### config.mk
export PLATFORM = sky130hd
export DESIGN_NAME = func_bist_ctrl_flat
export DESIGN_NICKNAME = d
export VERILOG_FILES = /design/src/rtl/func_bist_pkg.sv /design/src/rtl/func_bist_ctrl_if.sv /design/src/rtl/func_bist_ctrl_lfsr_gen.sv /design/src/rtl/func_bist_ctrl.sv /design/src/flat_wrapper.sv
export SDC_FILE = /design/constraint.sdc
export NUM_CORES = 1
export LEC_CHECK = 0
export ABC_CLOCK_PERIOD_IN_PS = 4100
export CAP_MARGIN = 20
export CORE_ASPECT_RATIO = 2
export CORE_MARGIN = 2
export CORE_UTILIZATION = 49
export CTS_BUF_LIST = sky130_fd_sc_hd__clkbuf_8
export DETAILED_ROUTE_END_ITERATION = 10
export HOLD_SLACK_MARGIN = 0.02
export PLACE_DENSITY = 0.73
export REMOVE_ABC_BUFFERS = 1
export SYNTH_ARGS = -nofsm -noshare
export SYNTH_HDL_FRONTEND = slang
export SYNTH_SLANG_ARGS = --single-unit
export TNS_END_PERCENT = 20
### constraint.sdc
create_clock -name clk -period 4.1 [get_ports clk]
set_input_delay 0.615 -clock clk [delete_from_list [all_inputs] [get_ports clk]]
set_output_delay 0.615 -clock clk [all_outputs]
set_load 0.02 [all_outputs]
### src/rtl/func_bist_pkg.sv
// Shared types and helpers for the Func self-test engine and its LFSR pattern source.
// Holds the controller state encoding, the maximal-length tap table and the golden Func equation.
package func_bist_pkg;

  typedef enum logic [1:0] {
    IDLE   = 2'd0,
    DRIVE  = 2'd1,
    SAMPLE = 2'd2,
    DONE   = 2'd3
  } bist_state_t;

  localparam int LFSR_W_MIN = 4;
  localparam int LFSR_W_MAX = 16;
  localparam int VEC_W      = 4;
  localparam int CNT_W      = 16;

  // Tap masks for a left-shifting Fibonacci LFSR: bit i set means register bit i feeds the XOR.
  function automatic logic [15:0] lfsr_taps(input int w);
    logic [15:0] m;
    case (w)
      4:       m = 16'h000C;
      5:       m = 16'h0014;
      6:       m = 16'h0030;
      7:       m = 16'h0060;
      8:       m = 16'h00B8;
      9:       m = 16'h0110;
      10:      m = 16'h0240;
      11:      m = 16'h0500;
      12:      m = 16'h0829;
      13:      m = 16'h100D;
      14:      m = 16'h2015;
      15:      m = 16'h6000;
      16:      m = 16'hD008;
      default: m = 16'h00B8;
    endcase
    return m;
  endfunction

  function automatic logic func_golden(input logic a, input logic b, input logic c);
    return (a & b) | c;
  endfunction

endpackage

### src/rtl/func_bist_ctrl_if.sv
// Bundle of the self-test engine's control, status and Func-facing signals.
// The controller takes the master view; whatever drives start and hosts Func takes the slave view.
interface func_bist_ctrl_if;
  logic        start;
  logic        dut_out;
  logic        dut_out_bar;
  logic        A;
  logic        B;
  logic        C;
  logic        Sel;
  logic        busy;
  logic        done;
  logic        pass;
  logic [15:0] err_cnt;
  logic [15:0] vec_cnt;
  logic [3:0]  fail_vec;

  modport master (
    input  start, dut_out, dut_out_bar,
    output A, B, C, Sel, busy, done, pass, err_cnt, vec_cnt, fail_vec
  );

  modport slave (
    output start, dut_out, dut_out_bar,
    input  A, B, C, Sel, busy, done, pass, err_cnt, vec_cnt, fail_vec
  );
endinterface

### src/rtl/func_bist_ctrl_lfsr_gen.sv
// Fibonacci LFSR pattern source, shifting left with feedback into bit 0.
// A zero seed is replaced by 1 so the register can never lock up in the all-zero state.
module lfsr_gen
  import func_bist_pkg::*;
#(
  parameter int LFSR_W = 8
) (
  input  logic              clk,
  input  logic              rst,
  input  logic              load,
  input  logic [LFSR_W-1:0] seed,
  input  logic              step,
  output logic [LFSR_W-1:0] q
);

  localparam logic [LFSR_W-1:0] TAPS = LFSR_W'(lfsr_taps(LFSR_W));

  logic [LFSR_W-1:0] seed_eff;
  logic              fb;

  assign seed_eff = (seed == '0) ? LFSR_W'(1) : seed;
  assign fb       = ^(q & TAPS);

  always_ff @(posedge clk) begin
    if (rst || load) begin
      q <= seed_eff;
    end else if (step) begin
      q <= {q[LFSR_W-2:0], fb};
    end
  end

endmodule

### src/rtl/func_bist_ctrl.sv
// On-board self-test engine for the combinational Func block: drives LFSR vectors,
// checks each response one cycle later against the golden equation and tallies mismatches.
module func_bist_ctrl
  import func_bist_pkg::*;
#(
  parameter int unsigned     N_VECTORS   = 99,
  parameter int              LFSR_W      = 8,
  parameter logic [LFSR_W-1:0] SEED      = LFSR_W'(8'hA5),
  parameter bit              STOP_ON_ERR = 1'b1,
  parameter bit              CHECK_SEL1  = 1'b0
) (
  input  logic             clk,
  input  logic             rst,
  func_bist_ctrl_if.master bus
);

  localparam logic [CNT_W-1:0] N_LIM = CNT_W'(N_VECTORS);

  function automatic logic [CNT_W-1:0] sat_inc(input logic [CNT_W-1:0] v);
    return (v == '1) ? v : v + CNT_W'(1);
  endfunction

  bist_state_t       state_q;
  bist_state_t       state_d;
  logic              start_ok;
  logic              lfsr_load;
  logic              lfsr_step;
  logic [LFSR_W-1:0] lfsr_q;
  logic              lfsr_unused;

  logic [VEC_W-1:0]  vec_q;
  logic [CNT_W-1:0]  err_cnt_q;
  logic [CNT_W-1:0]  vec_cnt_q;
  logic [VEC_W-1:0]  fail_vec_q;

  logic              exp_out;
  logic              compl_bad;
  logic              func_bad;
  logic              mismatch;
  logic              last_vec;

  lfsr_gen #(
    .LFSR_W (LFSR_W)
  ) u_lfsr (
    .clk  (clk),
    .rst  (rst),
    .load (lfsr_load),
    .seed (SEED),
    .step (lfsr_step),
    .q    (lfsr_q)
  );

  // Only the low four LFSR bits form a vector; the upper bits just lengthen the sequence.
  assign lfsr_unused = ^(lfsr_q >> VEC_W);

  assign start_ok = bus.start && ((state_q == IDLE) || (state_q == DONE));

  // vec_q is {Sel,C,B,A}; Func has settled by SAMPLE because the inputs were registered in DRIVE.
  always_comb begin
    exp_out   = func_golden(vec_q[0], vec_q[1], vec_q[2]);
    compl_bad = (bus.dut_out_bar != ~bus.dut_out);
    func_bad  = (bus.dut_out != exp_out) && (!vec_q[3] || CHECK_SEL1);
    mismatch  = compl_bad || func_bad;
    last_vec  = ((vec_cnt_q + CNT_W'(1)) == N_LIM);
  end

  always_comb begin
    state_d   = state_q;
    lfsr_load = 1'b0;
    lfsr_step = 1'b0;
    case (state_q)
      IDLE, DONE: begin
        if (start_ok) begin
          state_d   = DRIVE;
          lfsr_load = 1'b1;
        end
      end
      DRIVE: begin
        state_d = SAMPLE;
      end
      SAMPLE: begin
        lfsr_step = 1'b1;
        if (last_vec || (mismatch && STOP_ON_ERR)) begin
          state_d = DONE;
        end else begin
          state_d = DRIVE;
        end
      end
      default: begin
        state_d = IDLE;
      end
    endcase
  end

  always_ff @(posedge clk) begin
    if (rst) begin
      state_q <= IDLE;
    end else begin
      state_q <= state_d;
    end
  end

  // p0: vector launch in DRIVE; p1: response check and bookkeeping in SAMPLE
  always_ff @(posedge clk) begin
    if (rst) begin
      vec_q      <= '0;
      err_cnt_q  <= '0;
      vec_cnt_q  <= '0;
      fail_vec_q <= '0;
    end else begin
      case (state_q)
        IDLE, DONE: begin
          if (start_ok) begin
            err_cnt_q  <= '0;
            vec_cnt_q  <= '0;
            fail_vec_q <= '0;
          end
        end
        DRIVE: begin
          vec_q <= lfsr_q[VEC_W-1:0];
        end
        SAMPLE: begin
          vec_cnt_q <= vec_cnt_q + CNT_W'(1);
          if (mismatch) begin
            err_cnt_q <= sat_inc(err_cnt_q);
            if (err_cnt_q == '0) begin
              fail_vec_q <= vec_q;
            end
          end
        end
        default: begin
        end
      endcase
    end
  end

  assign bus.A        = vec_q[0];
  assign bus.B        = vec_q[1];
  assign bus.C        = vec_q[2];
  assign bus.Sel      = vec_q[3];
  assign bus.busy     = (state_q == DRIVE) || (state_q == SAMPLE);
  assign bus.done     = (state_q == DONE);
  assign bus.pass     = (state_q == DONE) && (err_cnt_q == '0);
  assign bus.err_cnt  = err_cnt_q;
  assign bus.vec_cnt  = vec_cnt_q;
  assign bus.fail_vec = fail_vec_q;

endmodule

### src/flat_wrapper.sv
// flat-port wrapper written by rule: the top's interface ports become plain ports
module func_bist_ctrl_flat import func_bist_pkg::*;
#(
  parameter int unsigned     N_VECTORS   = 99,
  parameter int              LFSR_W      = 8,
  parameter logic [LFSR_W-1:0] SEED      = LFSR_W'(8'hA5),
  parameter bit              STOP_ON_ERR = 1'b1,
  parameter bit              CHECK_SEL1  = 1'b0
)
  (clk, rst, bus_start, bus_dut_out, bus_dut_out_bar, bus_A, bus_B, bus_C, bus_Sel, bus_busy, bus_done, bus_pass, bus_err_cnt, bus_vec_cnt, bus_fail_vec);
  func_bist_ctrl_if bus_i ();
  input  logic clk;
  input  logic rst;
  input wire logic [$bits(bus_i.start)-1:0] bus_start;
  input wire logic [$bits(bus_i.dut_out)-1:0] bus_dut_out;
  input wire logic [$bits(bus_i.dut_out_bar)-1:0] bus_dut_out_bar;
  output wire logic [$bits(bus_i.A)-1:0] bus_A;
  output wire logic [$bits(bus_i.B)-1:0] bus_B;
  output wire logic [$bits(bus_i.C)-1:0] bus_C;
  output wire logic [$bits(bus_i.Sel)-1:0] bus_Sel;
  output wire logic [$bits(bus_i.busy)-1:0] bus_busy;
  output wire logic [$bits(bus_i.done)-1:0] bus_done;
  output wire logic [$bits(bus_i.pass)-1:0] bus_pass;
  output wire logic [$bits(bus_i.err_cnt)-1:0] bus_err_cnt;
  output wire logic [$bits(bus_i.vec_cnt)-1:0] bus_vec_cnt;
  output wire logic [$bits(bus_i.fail_vec)-1:0] bus_fail_vec;
  assign bus_i.start = bus_start;
  assign bus_i.dut_out = bus_dut_out;
  assign bus_i.dut_out_bar = bus_dut_out_bar;
  assign bus_A = bus_i.A;
  assign bus_B = bus_i.B;
  assign bus_C = bus_i.C;
  assign bus_Sel = bus_i.Sel;
  assign bus_busy = bus_i.busy;
  assign bus_done = bus_i.done;
  assign bus_pass = bus_i.pass;
  assign bus_err_cnt = bus_i.err_cnt;
  assign bus_vec_cnt = bus_i.vec_cnt;
  assign bus_fail_vec = bus_i.fail_vec;
  func_bist_ctrl #(.N_VECTORS(N_VECTORS), .LFSR_W(LFSR_W), .SEED(SEED), .STOP_ON_ERR(STOP_ON_ERR), .CHECK_SEL1(CHECK_SEL1)) u_core (.clk(clk), .rst(rst), .bus(bus_i));
endmodule
# After elaboration in Yosys (flattened, before gate mapping)
# Cells that the tools add are included.
totals:
  wordCells: 54
  input_bits: 5
  out_inout_bits: 43
  register_bits: 50
op_classes:
  n_reduce_logical: 17
  eq_ne: 11
  bitwise: 3
  mux: 15
  addsub: 2
op_table:
  columns: ["op", "n"]
  rows:
  - ["case mux 16 bit (2 select lines)", 2]
  - ["two-way mux 16 bit", 3]
  - ["adder 16 x 1 -> 16 bit, second input constant", 2]
  - ["equality test 16 bit, second input constant", 1]
  - ["equality test 16 x 7 -> 1 bit, second input constant", 1]
  - ["logical NOT 16 bit", 1]
  - ["two-way mux 4 bit", 3]
  - ["case mux 4 bit (2 select lines)", 1]
  - ["AND reduction 4 bit", 2]
  - ["XOR reduction 8 bit", 1]
  - ["!= test 2 x 1 -> 1 bit, second input constant", 3]
  - ["case mux 2 bit (3 select lines)", 1]
  - ["logical OR 1 bit", 5]
  - ["equality test 2 bit, second input constant", 2]
  - ["two-way mux 2 bit", 2]
  - ["logical AND 1 bit", 3]
  - ["two-way mux 1 bit", 3]
  - ["equality test 2 x 1 -> 1 bit, second input constant", 1]
  - ["logical NOT 2 bit", 1]
  - ["!= test 1 bit", 2]
  - ["!= test 2 bit, second input constant", 1]
  - ["AND reduction 2 bit", 1]
  - ["nonzero test 2 bit", 1]
  - ["OR reduction 2 bit", 1]
  - ["other kinds (4)", 4]

# Longest topological paths before layout
logic_depth:
  depth_word: 8
  mapped_depth: 9
  depth_no_buf: 8

# By module
# From an unflattened synthesis, not the netlist that was laid out.
unflattened:
  cells_unflattened: 316
  hier_area_um2: 2682.6
modules_own_cells:
  columns: ["mod", "n_inst", "area_each_um2", "cells_each", "seq_area_each_um2"]
  rows:
  - ["func_bist_ctrl", 1, 2296.0, 292, 840.8]
  - ["lfsr_gen", 1, 386.6, 24, 240.2]

# Worst setup path before layout
# No wires, ideal clock.
synth_timing:
  kind: "reg2reg"
  from: "register u_core.state_q[0]"
  to: "register u_core.vec_cnt_q[6] (netlist: u_core.bus.vec_cnt[6])"
  path_stages_with_launch: 9
  arrival_ps: 1968
  setup_slack_ps: 2061
  required_time_ps: 4029
  synth_period_minus_slack_ps: 2039
  setup_ps: 71
  n_path_buf: 2
  cell_sequence: "dfxtp_1 inv_1 ha_1 inv_1 a21boi_1 clkbuf_1 clkbuf_1 o21ai_0 a21oi_1"
synth_via:
  elab_chain_len: 5
  word_cells_on_any_way: 10
  classes_between: "eq/ne (3); mux (1); reduce/logical (6)"
synth_lines:
  columns: ["element", "line", "text"]
  rows:
  - ["from (decl)", "func_bist_ctrl.sv:23", "bist_state_t state_q;"]
  - ["from (signal assigned)", "func_bist_ctrl.sv:99", "state_q <= state_d;"]
  - ["equality test 2 bit or logical NOT 2 bit (tied branches)", "func_bist_ctrl.sv:56, func_bist_ctrl.sv:111", null]
  - ["logical OR 1 bit", "func_bist_ctrl.sv:56", "assign start_ok = bus.start && ((state_q == IDLE) || (state_q == DONE));"]
  - ["logical AND 1 bit", "func_bist_ctrl.sv:56", null]
  - ["!= test 2 x 1 -> 1 bit (no line)", null, null]
  - ["AND reduction 2 bit (no line)", null, null]
  - ["to (signal assigned)", "func_bist_ctrl.sv:123", "vec_cnt_q <= vec_cnt_q + CNT_W'(1);"]
  - ["to (decl)", "func_bist_ctrl.sv:33", "logic [CNT_W-1:0] vec_cnt_q;"]
# Parallel ways exist; a longest one is shown, timed or not.
# A chain may end at the register's enable or synchronous reset.

# Worst setup path in the final report
layout_timing:
  from: "register u_core.err_cnt_q[1] (netlist: u_core.bus.err_cnt[1])"
  to: "output bus_pass"
layout_via:
  elab_chain_len: 2
layout_lines:
  columns: ["element", "line", "text"]
  rows:
  - ["from (decl)", "func_bist_ctrl.sv:32", "logic [CNT_W-1:0] err_cnt_q;"]
  - ["from (signal assigned)", "func_bist_ctrl.sv:125", "err_cnt_q <= sat_inc(err_cnt_q);"]
  - ["logical NOT 16 bit", "func_bist_ctrl.sv:143", "assign bus.pass = (state_q == DONE) && (err_cnt_q == '0);"]
  - ["logical AND 1 bit", "func_bist_ctrl.sv:143", null]
  - ["to (decl)", "flat_wrapper.sv:23", "output wire logic [$bits(bus_i.pass)-1:0] bus_pass;"]
# No other way between the ends.

==> run metrics <==
most common cell after layout, fill and taps aside=dfxtp_1; CP max-delay cell=clkdlybuf4s50_1; CTS sink cnt=50; R2R Setup Slk=1600 ps; root buffer cell=clkbuf_8; Starting Density=0.507; CP Class=flop to output port; element type at the critical path end=output port; Final period util=0.715; clk slew on worst S/H paths=around 100 ps; First-pass DRT Iterations=4; CP startpoint=u_core.bus.err_cnt[1]; status=finished, final reports clean; Highest Signal Layer=met4; synth warn=0; RSZ-0062 raised after global routing=false; wire length on met3=306 µm; r2r endpoint=u_core.bus.err_cnt[2]; worst-margin pin slew=942 ps; Row Count=38; Std-Cell Core Area=approximately 5400 µm²; pins over their slew limit=0; Fmax=approximately 340 MHz; Port Buffers=47; Worst R2R Path Depth=8; share of layout cells above drive strength 1=0.0574; global-route wire length before repair=11600 µm; initial antenna violation count=0; ANT cells=0; reg2reg start=u_core.state_q[0]; PD cells=440 nW/µm²; io pins=48; end of the critical path=bus_pass; Tmin final=2930 ps; worst hold path class=flop to flop; Vias=2731; CP required=roughly 3500 ps; vias per cell=6.16; insertion delay to the later sink of the worst-skew pair=320 ps; Area growth syn-to-layout=22.4%; Pleak=1.10 nW; most frequent cells in the layout=dfxtp_1, clkdlybuf4s50_1, nor2_1, nand2_1, a21oi_1; gr ovfl total=0; instance count on the critical path=6; chip width=56.7 µm; Routability Congestion=0.924; routed length per instance=roughly 16 µm; hold slack=506 ps; Final ANT Viol Nets=0; Fin Clk Skew=8.37 ps; # DRC=0; post_cts resized=0; Die Span Y=109 µm; final hold viol count=0; post-CTS setup buffers=0; Yosys cell types=between 40 and 50; peak supply drop=about 550 µV; average cell area after synthesis=~8.0 µm²; met1 WL=between 2000 and 3000 µm; EDFF count, synth=0; # hold bufs at CTS=0; DR iter-0 viols=95; global-route usage over all layers=0.238; CP Max Fanout=6; WP buf/inv=2; #FFs+latches synth=50; Max stage delay on crit path=between 600 and 700 ps; crit-path cells=inv_1 > ha_1 > nor4b_1 > nand4_1 > nor2_1 > clkdlybuf4s50_1; FILL cells=between 500 and 600; CTS tree=yes; DP Wirelength=5240 µm; crit start category=flop; Power Total=0.00146 W; die area=6200 µm²; Post-synth top flop=dfxtp_1; routed wire length=just over 7000 µm; Num CTS Buffers=5; vias in the first global route=2492; critical path's top delay family=simple AND/OR/NAND/NOR gates; FFs w/ async S/R, synth=0; register area share after synthesis=0.368; Mapped Cells=342; DR WL met2=3930 µm; CTS H-tree lvls=2; Crit path arrival time=2320 ps; max_cap viols=0; Post-Synthesis Cell Area=2720 µm²; Setup-failing EPs final=0; Final TNS setup=0 ps; CTS max path bufs=2; Max-slew headroom=0.366; Final #Nets=slightly below 400; largest net degree at the start of global routing=31
## layer usage
metal  vias up  GRT usage
met2        81      0.454
met4         0      0.129
met1      1297      0.236
li1       1336          -
met5         -          0
met3        17     0.0400
## registers in the layout (all words and copies together), names as in the netlist
register and cells:
u_core.bus.vec_cnt 16, u_core.u_lfsr.q 8, u_core.vec_q 4, u_core.bus.err_cnt 16
u_core.bus.fail_vec 4, u_core.state_q 2
## Yosys cell counts, drive strengths merged (2+ instances only)
| master | count | area share |
|---|---|---|
| and3 | 5 | 0.011 |
| inv | 9 | 0.012 |
| nand4 | 14 | 0.032 |
| nor4 | 6 | 0.014 |
| nand2 | 27 | 0.037 |
| o211ai | 6 | 0.017 |
| ha | 7 | 0.032 |
| o21a | 4 | 0.017 |
| a22oi | 4 | 0.011 |
| o31ai | 5 | 0.014 |
| nor2 | 43 | 0.059 |
| a21oi | 28 | 0.053 |
| nand2b | 2 | 0.0046 |
| clkbuf | 12 | 0.017 |
| nand3 | 16 | 0.029 |
| dfxtp | 50 | 0.37 |
| xnor2 | 4 | 0.013 |
| buf | 7 | 0.014 |
| or4 | 6 | 0.017 |
| a211oi | 3 | 0.010 |
| xor2 | 6 | 0.019 |
| nor3b | 2 | 0.0055 |
| mux2i | 11 | 0.040 |
| nor4b | 2 | 0.0064 |
| nor3 | 6 | 0.011 |
| or3 | 11 | 0.026 |
| mux2 | 2 | 0.0083 |
| a31oi | 11 | 0.025 |
| o21ai | 21 | 0.039 |
## stage by stage
stage               setup WS [ps]  cell area [µm²]   util  std cells
finish                       1170             3330  0.620        443
global route                 1070             3330  0.620        443
CTS                          1190             3330  0.620        443
detailed placement           1340             3220  0.599        435
global placement             1380             3220  0.599        435
floorplan                     991             2640      -        323
## power breakdown
part | switching (W) | total (W) | internal (W)
Combinational | 0.000340 | 0.000544 | 0.000204
Clock | 0.000175 | 0.000355 | 0.000180
Sequential | 0.0000415 | 0.000565 | 0.000524
## cells by family after synthesis
kind of cell,Yosys count,share of synthesized area
buf+inv,28,0.0432
mux,13,0.0487
fa+ha+maj,7,0.0322
simple gates,145,0.269
flops,50,0.368
compound gates,89,0.207
xor+xnor,10,0.0322
## layout make-up
class | instances | area (µm²) | area share
multi-input cells | 264 | 1600 | 0.481
flip-flops and latches | 50 | 1000 | 0.301
repair buffers | 52 | 508 | 0.153
well taps | 60 | 75.1 | 0.0225
clock buffers | 5 | 68.8 | 0.0207
clock inverters | 3 | 41.3 | 0.0124
inverters | 9 | 33.8 | 0.0101
## how the worst min path moves through the flow
stage,start,end,cells after the start
6_report,u_core.bus.fail_vec[0],u_core.bus.fail_vec[0],2
5_1_grt,u_core.bus.fail_vec[1],u_core.bus.fail_vec[1],2
4_1_cts,u_core.bus.fail_vec[0],u_core.bus.fail_vec[0],2
3_5_place_dp,u_core.bus.fail_vec[0],u_core.bus.fail_vec[0],2
3_3_place_gp,u_core.u_lfsr.q[6],u_core.u_lfsr.q[7],2
2_1_floorplan,u_core.u_lfsr.q[6],u_core.u_lfsr.q[7],2
## worst min-delay path: stages (launching register included)
cell     delay, ps
dfxtp_1        340
nand2_1         60
a31oi_1         60
Power figures use the tool's default switching activity.
